==> src/rtl/z_axil_pkg.sv <==
`default_nettype none
// ============================================================================
// Module      : z_axil_pkg
// Description : Shared definitions for the two-requester AXI4-Lite arbiter:
//               FSM state encoding and AXI response codes.
// Revision    : 1.0 - initial release
// ============================================================================
package z_axil_pkg;

    // Arbiter FSM states; encoding is fixed so it can be observed in debug.
    typedef enum logic [1:0] {
        IDLE = 2'd0,
        RD   = 2'd1,
        WR   = 2'd2
    } state_t;

    // AXI response codes carried unmodified through the arbiter.
    localparam logic [1:0] c_resp_okay   = 2'b00;
    localparam logic [1:0] c_resp_slverr = 2'b10;

endpackage : z_axil_pkg
`default_nettype wire

==> src/rtl/z_rr_arb2.sv <==
`default_nettype none
// ============================================================================
// Module      : z_rr_arb2
// Description : Two-input round-robin picker. When both inputs request, the
//               one that was not granted last wins; a sole requester always
//               wins. Purely combinational.
// Ports       : req[1:0] - request per port
//               last     - index of the port granted most recently
//               grant    - one-hot grant (all zero when no request)
// Revision    : 1.0 - initial release
// ============================================================================
module z_rr_arb2 (
    input  logic [1:0] req,
    input  logic       last,
    output logic [1:0] grant
);

    always_comb begin
        grant = req;
        if (req == 2'b11) begin
            grant = last ? 2'b01 : 2'b10;
        end
    end

endmodule : z_rr_arb2
`default_nettype wire

==> src/rtl/z_axil_arbiter.sv <==
`default_nettype none
// ============================================================================
// Module      : z_axil_arbiter
// Description : Shares one AXI4-Lite slave between two requesters
//               (s0 = instruction fetch, s1 = load/store), one transaction
//               at a time. A grant is taken in IDLE and registered; the
//               granted port's channels are then wired straight through to
//               the master port until the response handshake completes.
// Ports       : clk, rst            - clock, synchronous active-high reset
//               s0_* / s1_*         - AXI4-Lite slave ports (requesters)
//               m_*                 - AXI4-Lite master port (shared memory)
// Revision    : 1.0 - initial release
// ============================================================================
module z_axil_arbiter
    import z_axil_pkg::*;
#(
    parameter int DATA_WIDTH = 32,
    parameter int ADDR_WIDTH = 32,
    parameter int STRB_WIDTH = DATA_WIDTH / 8
) (
    input  logic                  clk,
    input  logic                  rst,
    // requester 0
    input  logic [ADDR_WIDTH-1:0] s0_aw_addr,
    input  logic [2:0]            s0_aw_prot,
    input  logic                  s0_aw_valid,
    output logic                  s0_aw_ready,
    input  logic [DATA_WIDTH-1:0] s0_w_data,
    input  logic [STRB_WIDTH-1:0] s0_w_strb,
    input  logic                  s0_w_valid,
    output logic                  s0_w_ready,
    output logic [1:0]            s0_b_resp,
    output logic                  s0_b_valid,
    input  logic                  s0_b_ready,
    input  logic [ADDR_WIDTH-1:0] s0_ar_addr,
    input  logic [2:0]            s0_ar_prot,
    input  logic                  s0_ar_valid,
    output logic                  s0_ar_ready,
    output logic [DATA_WIDTH-1:0] s0_r_data,
    output logic [1:0]            s0_r_resp,
    output logic                  s0_r_valid,
    input  logic                  s0_r_ready,
    // requester 1
    input  logic [ADDR_WIDTH-1:0] s1_aw_addr,
    input  logic [2:0]            s1_aw_prot,
    input  logic                  s1_aw_valid,
    output logic                  s1_aw_ready,
    input  logic [DATA_WIDTH-1:0] s1_w_data,
    input  logic [STRB_WIDTH-1:0] s1_w_strb,
    input  logic                  s1_w_valid,
    output logic                  s1_w_ready,
    output logic [1:0]            s1_b_resp,
    output logic                  s1_b_valid,
    input  logic                  s1_b_ready,
    input  logic [ADDR_WIDTH-1:0] s1_ar_addr,
    input  logic [2:0]            s1_ar_prot,
    input  logic                  s1_ar_valid,
    output logic                  s1_ar_ready,
    output logic [DATA_WIDTH-1:0] s1_r_data,
    output logic [1:0]            s1_r_resp,
    output logic                  s1_r_valid,
    input  logic                  s1_r_ready,
    // shared memory
    output logic [ADDR_WIDTH-1:0] m_aw_addr,
    output logic [2:0]            m_aw_prot,
    output logic                  m_aw_valid,
    input  logic                  m_aw_ready,
    output logic [DATA_WIDTH-1:0] m_w_data,
    output logic [STRB_WIDTH-1:0] m_w_strb,
    output logic                  m_w_valid,
    input  logic                  m_w_ready,
    input  logic [1:0]            m_b_resp,
    input  logic                  m_b_valid,
    output logic                  m_b_ready,
    output logic [ADDR_WIDTH-1:0] m_ar_addr,
    output logic [2:0]            m_ar_prot,
    output logic                  m_ar_valid,
    input  logic                  m_ar_ready,
    input  logic [DATA_WIDTH-1:0] m_r_data,
    input  logic [1:0]            m_r_resp,
    input  logic                  m_r_valid,
    output logic                  m_r_ready
);

    state_t      r_state;
    logic        r_gnt;      // granted port index, valid in RD/WR
    logic        r_last;     // port granted by the last completed transaction
    logic [1:0]  w_req;
    logic [1:0]  w_grant;
    logic        w_win_aw;
    logic        w_rd;
    logic        w_wr;
    logic        w_done;

    // Selected (granted) requester's request-side signals
    logic [ADDR_WIDTH-1:0] w_aw_addr;
    logic [2:0]            w_aw_prot;
    logic                  w_aw_valid;
    logic [DATA_WIDTH-1:0] w_w_data;
    logic [STRB_WIDTH-1:0] w_w_strb;
    logic                  w_w_valid;
    logic                  w_b_ready;
    logic [ADDR_WIDTH-1:0] w_ar_addr;
    logic [2:0]            w_ar_prot;
    logic                  w_ar_valid;
    logic                  w_r_ready;

    // ------------------------------------------------------------------
    // Arbitration
    // ------------------------------------------------------------------
    assign w_req = {s1_ar_valid | s1_aw_valid, s0_ar_valid | s0_aw_valid};

    z_rr_arb2 u_rr_arb2 (
        .req   (w_req),
        .last  (r_last),
        .grant (w_grant)
    );

    // Writes beat reads inside the winning port.
    assign w_win_aw = w_grant[1] ? s1_aw_valid : s0_aw_valid;

    assign w_rd   = (r_state == RD);
    assign w_wr   = (r_state == WR);
    assign w_done = (w_rd & m_r_valid & m_r_ready) | (w_wr & m_b_valid & m_b_ready);

    always_ff @(posedge clk) begin
        if (rst) begin
            r_state <= IDLE;
            r_gnt   <= 1'b0;
            r_last  <= 1'b1;     // s0 wins the first tie after reset
        end else begin
            case (r_state)
                IDLE: begin
                    if (|w_req) begin
                        r_gnt   <= w_grant[1];
                        r_state <= w_win_aw ? WR : RD;
                    end
                end
                RD, WR: begin
                    if (w_done) begin
                        r_state <= IDLE;
                        r_last  <= r_gnt;
                    end
                end
                default: r_state <= IDLE;
            endcase
        end
    end

    // ------------------------------------------------------------------
    // Requester -> memory path (selected by registered grant)
    // ------------------------------------------------------------------
    always_comb begin
        w_aw_addr  = r_gnt ? s1_aw_addr  : s0_aw_addr;
        w_aw_prot  = r_gnt ? s1_aw_prot  : s0_aw_prot;
        w_aw_valid = r_gnt ? s1_aw_valid : s0_aw_valid;
        w_w_data   = r_gnt ? s1_w_data   : s0_w_data;
        w_w_strb   = r_gnt ? s1_w_strb   : s0_w_strb;
        w_w_valid  = r_gnt ? s1_w_valid  : s0_w_valid;
        w_b_ready  = r_gnt ? s1_b_ready  : s0_b_ready;
        w_ar_addr  = r_gnt ? s1_ar_addr  : s0_ar_addr;
        w_ar_prot  = r_gnt ? s1_ar_prot  : s0_ar_prot;
        w_ar_valid = r_gnt ? s1_ar_valid : s0_ar_valid;
        w_r_ready  = r_gnt ? s1_r_ready  : s0_r_ready;
    end

    // Only the channels of the active operation reach the memory; the rest
    // are held at zero so the memory never sees a stray request.
    always_comb begin
        m_aw_addr  = w_wr ? w_aw_addr : '0;
        m_aw_prot  = w_wr ? w_aw_prot : '0;
        m_aw_valid = w_wr & w_aw_valid;
        m_w_data   = w_wr ? w_w_data  : '0;
        m_w_strb   = w_wr ? w_w_strb  : '0;
        m_w_valid  = w_wr & w_w_valid;
        m_b_ready  = w_wr & w_b_ready;
        m_ar_addr  = w_rd ? w_ar_addr : '0;
        m_ar_prot  = w_rd ? w_ar_prot : '0;
        m_ar_valid = w_rd & w_ar_valid;
        m_r_ready  = w_rd & w_r_ready;
    end

    // ------------------------------------------------------------------
    // Memory -> requester path; the non-granted port sees all zeros
    // ------------------------------------------------------------------
    always_comb begin
        s0_aw_ready = 1'b0;
        s0_w_ready  = 1'b0;
        s0_b_valid  = 1'b0;
        s0_b_resp   = '0;
        s0_ar_ready = 1'b0;
        s0_r_valid  = 1'b0;
        s0_r_data   = '0;
        s0_r_resp   = '0;
        s1_aw_ready = 1'b0;
        s1_w_ready  = 1'b0;
        s1_b_valid  = 1'b0;
        s1_b_resp   = '0;
        s1_ar_ready = 1'b0;
        s1_r_valid  = 1'b0;
        s1_r_data   = '0;
        s1_r_resp   = '0;
        if (w_wr) begin
            if (r_gnt) begin
                s1_aw_ready = m_aw_ready;
                s1_w_ready  = m_w_ready;
                s1_b_valid  = m_b_valid;
                s1_b_resp   = m_b_resp;
            end else begin
                s0_aw_ready = m_aw_ready;
                s0_w_ready  = m_w_ready;
                s0_b_valid  = m_b_valid;
                s0_b_resp   = m_b_resp;
            end
        end
        if (w_rd) begin
            if (r_gnt) begin
                s1_ar_ready = m_ar_ready;
                s1_r_valid  = m_r_valid;
                s1_r_data   = m_r_data;
                s1_r_resp   = m_r_resp;
            end else begin
                s0_ar_ready = m_ar_ready;
                s0_r_valid  = m_r_valid;
                s0_r_data   = m_r_data;
                s0_r_resp   = m_r_resp;
            end
        end
    end

endmodule : z_axil_arbiter
`default_nettype wire

==> config.mk <==
export PLATFORM = sky130hd
export DESIGN_NAME = z_axil_arbiter
export DESIGN_NICKNAME = d
export VERILOG_FILES = /design/src/rtl/z_axil_pkg.sv /design/src/rtl/z_rr_arb2.sv /design/src/rtl/z_axil_arbiter.sv
export SDC_FILE = /design/constraint.sdc
export NUM_CORES = 1
export LEC_CHECK = 0
export ABC_AREA = 1
export CORE_AREA = 2 2 179 181
export CTS_BUF_LIST = sky130_fd_sc_hd__clkbuf_8
export DETAILED_ROUTE_END_ITERATION = 6
export DIE_AREA = 0 0 181 183
export GPL_TIMING_DRIVEN = 0
export PLACE_DENSITY_LB_ADDON = 0.08
export RECOVER_POWER = 100
export SLEW_MARGIN = 30
export SYNTH_ARGS = -nofsm -noshare
export SYNTH_HDL_FRONTEND = slang
export SYNTH_SLANG_ARGS = --single-unit
==> constraint.sdc <==
create_clock -name clk -period 1.9 [get_ports clk]
set_input_delay 0.38 -clock clk [delete_from_list [all_inputs] [get_ports clk]]
set_output_delay 0.38 -clock clk [all_outputs]
set_load 0.005 [all_outputs]
; Word-level counts from Yosys, hierarchy flattened
; Index checks and enable logic that the tools add are counted.
[totals]
register_bits = 4
input_bits = 265
out_inout_bits = 193
wordCells = 82
[classes]
eq_ne = 5
n_mux = 56
bitwise = 12
reduce_logical = 6
[op_table]
columns = operator, n
row1 = $mux 32, 10
row2 = $mux 1, 26
row3 = $mux 2, 13
row4 = $mux 3, 4
row5 = $and 1x1->1, 9
row6 = $mux 4, 2
row7 = $reduce_and 2->1, 3
row8 = $eq 2x2->1 const B, 2
row9 = $ne 2x2->1 const B, 2
row10 = $pmux 2 s2, 1
row11 = $reduce_or 2->1, 2
row12 = $or 1x1->1, 3
row13 = $eq 2x1->1 const B, 1
row14 = $logic_not 2->1, 1

; Depth between registers and ports, before layout
; Gate-level depths: netlist (run 1).
[logic_depth]
depth_word = 7
depth_mapped = 10
mapped_depth_nobuf = 8

; Modules after synthesis
; Synthesis (run 1) repeated with hierarchy kept, for this count alone.
[unflattened]
cells_unflattened = 554
area_unflattened_um2 = 2509.9
[by_module_without_submodules]
columns = module, instances, cells_each, area_per_inst_um2, seq_area_each_um2
row1 = z_axil_arbiter, 1, 549, 2488.6, 80.1
row2 = z_rr_arb2, 1, 5, 21.3, 0.0

; Worst setup path after synthesis (run 1)
; No wires, ideal clock.
[synth_timing]
kind = register to output
start = reg r_state[1]
end = out m_ar_addr[24]
arrival_ns = 1.219
required_ns = 1.520
path_slack_ns = 0.301
path_stages_with_launch = 7
n_path_buf = 2
cell_sequence = dfxtp_1 > inv_1 > ha_1 > buf_2 > clkbuf_1 > nand3_1 > nand2_1
[synth_via]
elab_chain_cells = 2
[synth_rtl]
columns = element, line
row1 = "start, declared", z_axil_arbiter.sv:85  ; state_t r_state;
row2 = "start signal, assigned", z_axil_arbiter.sv:136  ; r_state <= w_win_aw ? WR : RD;
row3 = $eq 2x1->1, z_axil_arbiter.sv:122  ; assign w_rd = (r_state == RD);
row4 = $mux 32, z_axil_arbiter.sv:177  ; m_ar_addr = w_rd ? w_ar_addr : '0;
row5 = "end, declared", z_axil_arbiter.sv:75  ; output logic [ADDR_WIDTH-1:0] m_ar_addr,
; Every way passes these cells.

; Final worst setup path (run 1)
[layout_timing]
start = reg r_state[0]
end = out m_aw_prot[0]
[layout_via]
elab_chain_cells = 2
[layout_rtl]
columns = element, line
row1 = $eq 2x2->1, z_axil_arbiter.sv:123  ; assign w_wr = (r_state == WR);
row2 = $mux 3, z_axil_arbiter.sv:171  ; m_aw_prot = w_wr ? w_aw_prot : '0;
row3 = "end, declared", z_axil_arbiter.sv:65  ; output logic [2:0] m_aw_prot,
; Every way passes these cells.

==> run summary, run 1 <==
outcome - finished, violations left
failing checks - setup timing
setup violators final - 70
Yosys top cell area share - 0.3433
worst setup margin - -0.1309 ns
FP Rows - 65
layout cell share with drive strength beyond 1 - 0.4522
number of I/O pins - 458
GR Util All Layers - 0.1496
Peak Freq - 492.4 MHz
ranking of synthesized cells by area - nor2_1 (34%), nand3_1 (15%), o21ai_0 (15%)
global-route wire length before repair - 37980 um
die width - 181 um
Post-Synthesis Cell Area - 2504 sq um
Post-Syn Nets - 824
synth warn - 0
register area share after synthesis - 0.03198
Mapped Cells - 555
Mean Syn Cell Area - 4.511 sq um
Via-to-Cell Ratio - 3.738
measured slew at the worst slew-check pin - 0.3381 ns
n_diodes - 0
drt initial violations - 156
crit end category - primary output
Post-synth top cells - nor2_1 (229), nand3_1 (75), o21ai_0 (75), nand2_1 (53), inv_1 (50)
Seq cells post-synth - 4
residual DRC count - 0
TritonCTS clock tree - done
Worst VDD drop - 0.0001763 V
sequential cell area - 91.34 sq um
Die ar. - 33120 sq um
leakage power total - 4.574 nW
ys async rst share - 0
Num CTS Buffers - 3
htree depth - 1
area of the multi-input gates - 2828 sq um
TNS Setup - -2.637 ns
Hold WS - 0.5098 ns
core area - 31230 sq um
Final GP Congestion - 0.7274
CTS root buffer - clkbuf_8
GRT overflow - 0
slew margin rel. - 0.7746
final hold violation count - 0
Period Utilization, post-route - 1.069
Initial DRT Pass Iterations - 4
pin count of the biggest net entering global routing - 11
Netlist cell types - 22
initial antenna violation count - 0
final wirelength - 26290 um
clk buf depth - 2
Yosys top cell by area - nor2_1
Routed Antenna Nets - 0
vias in the first global route - 5998
Worst setup SP type - flop
Initial Utilization - 0.08017
count leader, synth - nor2_1
Final nets - 1390
vias - 5686
Worst Hold Class - reg -> reg
maximum fanout along the worst path - 5
worst setup path class - reg -> out
Slew Viols, Final - 0
max-cap violations - 0
Critical Path RT - 1.52 ns
Clk pin slew, worst setup/hold paths - 0.03 ns
drt wl/cell - 17.28 um
FILL cells - 3521
unrepaired setup endpoints after global routing - yes
fin util - 0.3041
post-DP HPWL - 19530 um
EDFF count, synth - 0
critical path data arrival time - 1.65 ns
P&R area growth vs syn - 279.3%
clk_lat worst skew - 0.22 ns
CTS sink count - 4
DIE HEIGHT - 183 um
minimum clock period - 2.031 ns
Pwr per Cell Area - 484.3 nW/um^2
Clock Skew - 0.004004 ns
Most used DFF post-synth - dfxtp_1
port buffer count - 457
[worst paths after layout]
kind / startpoint / endpoint / slack (ns) / cells after the start
min reg2reg: r_last / r_last / 0.51 / 2
min: r_last / r_last / 0.51 / 2
max reg2reg: r_state[0] / r_state[1] / 0.25 / 9
max: r_state[0] / m_aw_prot[0] / -0.13 / 10
[cell usage in the layout, fill, tap and decap left out, types with 3 or more instances in the layout]
cell,instances
buf_4,36
nand3_2,45
o21ai_1,6
clkbuf_16,9
nand3_1,32
o21ai_0,30
clkdlybuf4s15_1,11
nand2_8,3
nand2_4,6
dlygate4sd2_1,16
buf_16,6
dfxtp_4,3
nand2_1,41
a21oi_1,6
buf_12,19
clkbuf_8,9
nor2_2,43
buf_2,141
inv_1,47
clkdlybuf4s50_1,263
clkbuf_2,16
nand2_2,9
nor2_4,31
buf_8,26
nor2_1,155
o21ai_2,39
buf_6,52
[per-layer routing]
layer / track usage / routed length, um
met1: 0.1810 / 10820
met4: 0.01821 / 186
met3: 0.02244 / 1472
met5: 0 / 0
met2: 0.2855 / 13810
[registers in the layout (all words and copies together) (netlist names)]
signal and count:
r_gnt 1, r_last 1, r_state 2
[power by group]
part	total [W]	switching, W	leakage, nW	internal [W]
sequential	0.000132	0.0000267	0.0348	0.000105
combinational	0.00429	0.00186	4.52	0.00242
clock	0.000182	0.0000466	0.0216	0.000135
total	0.00460	0.00194	4.57	0.00266
[cells by family (layout without fill, tap and decap cells)]
logic type      after synthesis  in the layout  synth area share
buf+inv                      98            660            0.1779
simple gates                365            367            0.6012
fa+ha+maj                     4              4           0.01999
flops                         4              4           0.03199
compound gates               84             84            0.1689
[critical path: stages, from the launching register on]
cell and delay, ns:
dfxtp_4 0.37, inv_4 0.04, ha_4 0.17, buf_12 0.13, buf_12 0.11, buf_8 0.12
clkbuf_16 0.15, buf_6 0.11, o21ai_2 0.04, nor2_1 0.05, buf_2 0.12
[timing repair]
action	4_1_cts	5_1_grt
cloned	18	3
setup endpoints to repair	193	184
hold buffers	0	0
pin swaps	61	83
setup buffers	93	15
resized for setup	979	216
[cell type report]
class                      instances  share of cell area
timing repair buffer             569              0.5505
multi-input combinational        455              0.2978
clock buffer                       3            0.004348
inverter                          51             0.02240
buffer                            37             0.06245
tap                              402             0.05296
sequential                         4            0.009618
[through the flow]
step                power (W)  cell area (sq um)  setup slack [ns]  std cells
global placement     0.003016               7581           -0.8661       1414
global route         0.004974               9497           -0.1841       1521
detailed placement   0.002987               7581           -0.8264       1414
finish               0.004599               9497           -0.1309       1521
floorplan            0.001080               2504            0.3009        555
CTS                  0.004605               9183           -0.1987       1527
No activity file was read; power rests on OpenSTA's default activity.
==> inputs of run 2 (changes only) <==
- GPL_TIMING_DRIVEN: 0 -> unset
==> run 2 against run 1 <==
First-iteration DRC count decreased by 21%; worst setup slack improved by 0.022 ns; fmax increased by 1.1%; cell area decreased by 6.9%; die area unchanged; total power decreased by 2.6%; clock-buffer cell count unchanged; the run still ends with setup timing left; worst hold slack improved by 0.014 ns; largest power group unchanged; wire length decreased by 4.3%; sequential power about the same.
==> run summary, run 2 (synthesis gave the netlist of run 1 again) <==
switch share - 0.4223
Num CTS Buffers - 3
clk buf depth - 2
crit end category - primary output
delay-heaviest family, CP - buffers and inverters
fin util - 0.2831
Initial Utilization - 0.08017
critical path data arrival time - 1.63 ns
area of the multi-input gates - 2668 sq um
Clk pwr share - 0.041
highest-count cells in the layout ignoring fill and taps - clkdlybuf4s50_1 (263), nor2_1 (181), buf_2 (153), nand3_2 (55), inv_1 (48)
Slew Viols, Final - 0
critical path's most frequent cell - buf_12
post-DP HPWL - 17380 um
vias in the first global route - 5652
Post-CTS Hold Fix Bufs - 0
clk_lat worst skew - 0.22 ns
port buffer count - 457
Clk pin slew, worst setup/hold paths - 0.03 ns
Initial DRT Pass Iterations - 4
sequential cell area - 88.84 sq um
Worst Hold Class - reg -> reg
CTS sink count - 4
final hold violation count - 0
core area - 31230 sq um
maximum fanout along the worst path - 5
TritonCTS clock tree - done
htree depth - 1
Slowest-stage cell, CP - dfxtp_2
FP Rows - 65
residual DRC count - 0
Placed Area - 7761 sq um
Pwr per Cell Area - 506.7 nW/um^2
Clock Skew - 0.003028 ns
GRT overflow - 0
most common cell after layout, fill and taps aside - clkdlybuf4s50_1
Via-to-Cell Ratio - 3.719
worst setup path class - reg -> out
combinational power share - 0.930
vias - 5508
net switching power - 0.001892 W
DIE HEIGHT - 183 um
worst setup margin - -0.1092 ns
CP Cell Sequence - inv_2 > ha_4 > buf_12 > buf_12 > buf_12 > buf_16 > buf_12 > nand3_1 > nand2_1 > buf_2
final wirelength - 25160 um
Largest regs - r_state: 2 flops, r_gnt: 1 flops, r_last: 1 flops
Top reg by flops - r_state
sequential share of power - 0.029
global-route wire length before repair - 36310 um
measured slew at the worst slew-check pin - 0.2506 ns
CP peak stage delay - 0.32 ns
Die ar. - 33120 sq um
leakage power total - 4.335 nW
pre-CTS setup slack - -0.1894 ns
WP buf/inv - 7
number of flip-flops in the largest register - 2
pin count of the biggest net entering global routing - 37
drt initial violations - 124
n_diodes - 0
initial antenna violation count - 0
layout cell share with drive strength beyond 1 - 0.4245
GR Util All Layers - 0.1434
unrepaired setup endpoints after global routing - yes
P&R area growth vs syn - 253.2%
slew margin rel. - 0.8323
design area - 8842 sq um
Worst setup SP type - flop
Period Utilization, post-route - 1.057
Routed Antenna Nets - 0
die width - 181 um
Final nets - 1349
outcome - finished, violations left
Worst VDD drop - 0.0002175 V
Peak Freq - 497.7 MHz
number of I/O pins - 458
Critical Path RT - 1.52 ns
FILL cells - 3530
Pint - 0.002588 W
setup violators final - 32
CTS root buffer - clkbuf_8
drt wl/cell - 16.99 um
failing checks - setup timing
max-cap violations - 0
Final GP Congestion - 0.7326
minimum clock period - 2.009 ns
-- run 2: changes by cell type in the layout (fill, tap and decap cells not counted), moves of 8 or more --
cell             before  now
nor2_4               31   13
nor2_1              155  181
buf_6                52   23
clkdlybuf4s15_1      11    3
nor2_2               43   35
nand3_2              45   55
buf_8                26    7
buf_16                6   18
nand3_1              32   22
clkbuf_16             9    1
buf_2               141  153
-- run 2: per-layer routing --
metal  global-route usage  up-vias  part of all wire
li1                     -     2812                 -
met1               0.1672     2465              0.39
met2               0.2808      215              0.54
met3              0.02264       16             0.054
met4              0.01821        0             0.012
met5                    0        -                 0
-- run 2: final timing paths --
kind         startpoint            to  slack [ns]  depth (start not counted)
max          r_state[1]  m_ar_addr[6]       -0.11                         10
min          r_state[0]    r_state[0]        0.52                          2
max reg2reg  r_state[1]    r_state[1]        0.14                         11
min reg2reg  r_state[0]    r_state[0]        0.52                          2
-- run 2: timing repair --
item | CTS | global route
setup endpoints to repair | 193 | 154
pin swaps | 16 | 38
gates cloned | 19 | 1
setup buffers | 55 | 8
gates resized for setup | 839 | 164
-- run 2: power by group through the flow --
stage | clock network [W] | registers, W | logic [W]
floorplan | 0 | 0.000109 | 0.000971
global placement | 0 | 0.000120 | 0.00297
detailed placement | 0 | 0.000120 | 0.00293
CTS | 0.000188 | 0.000131 | 0.00420
global route | 0.000195 | 0.000134 | 0.00450
finish | 0.000184 | 0.000132 | 0.00416
-- run 2: through the flow --
stage	std cells	power [W]	hold slack, ns	setup TNS [ns]
after floorplan	555	0.001080	0.4491	0
after global placement	1403	0.003088	0.4938	-18.09
after detailed placement	1403	0.003051	0.4920	-17.59
after CTS	1479	0.004517	0.5192	-2.189
after global routing	1481	0.004828	0.5637	-7.107
final	1481	0.004480	0.5242	-1.639
-- run 2: tightest hold or removal path: stages, from the launching register on --
cell	delay [ns]
dfxtp_4	0.36
nand2_1	0.06
a21oi_1	0.06
-- run 2: final cells by class --
cell class / count / share of cell area
clock inverters: 1 / 0.0004245
well taps: 402 / 0.05688
clock buffers: 3 / 0.004670
inverters: 51 / 0.02335
multi-input cells: 453 / 0.3017
flip-flops and latches: 4 / 0.01005
repair buffers: 567 / 0.6029
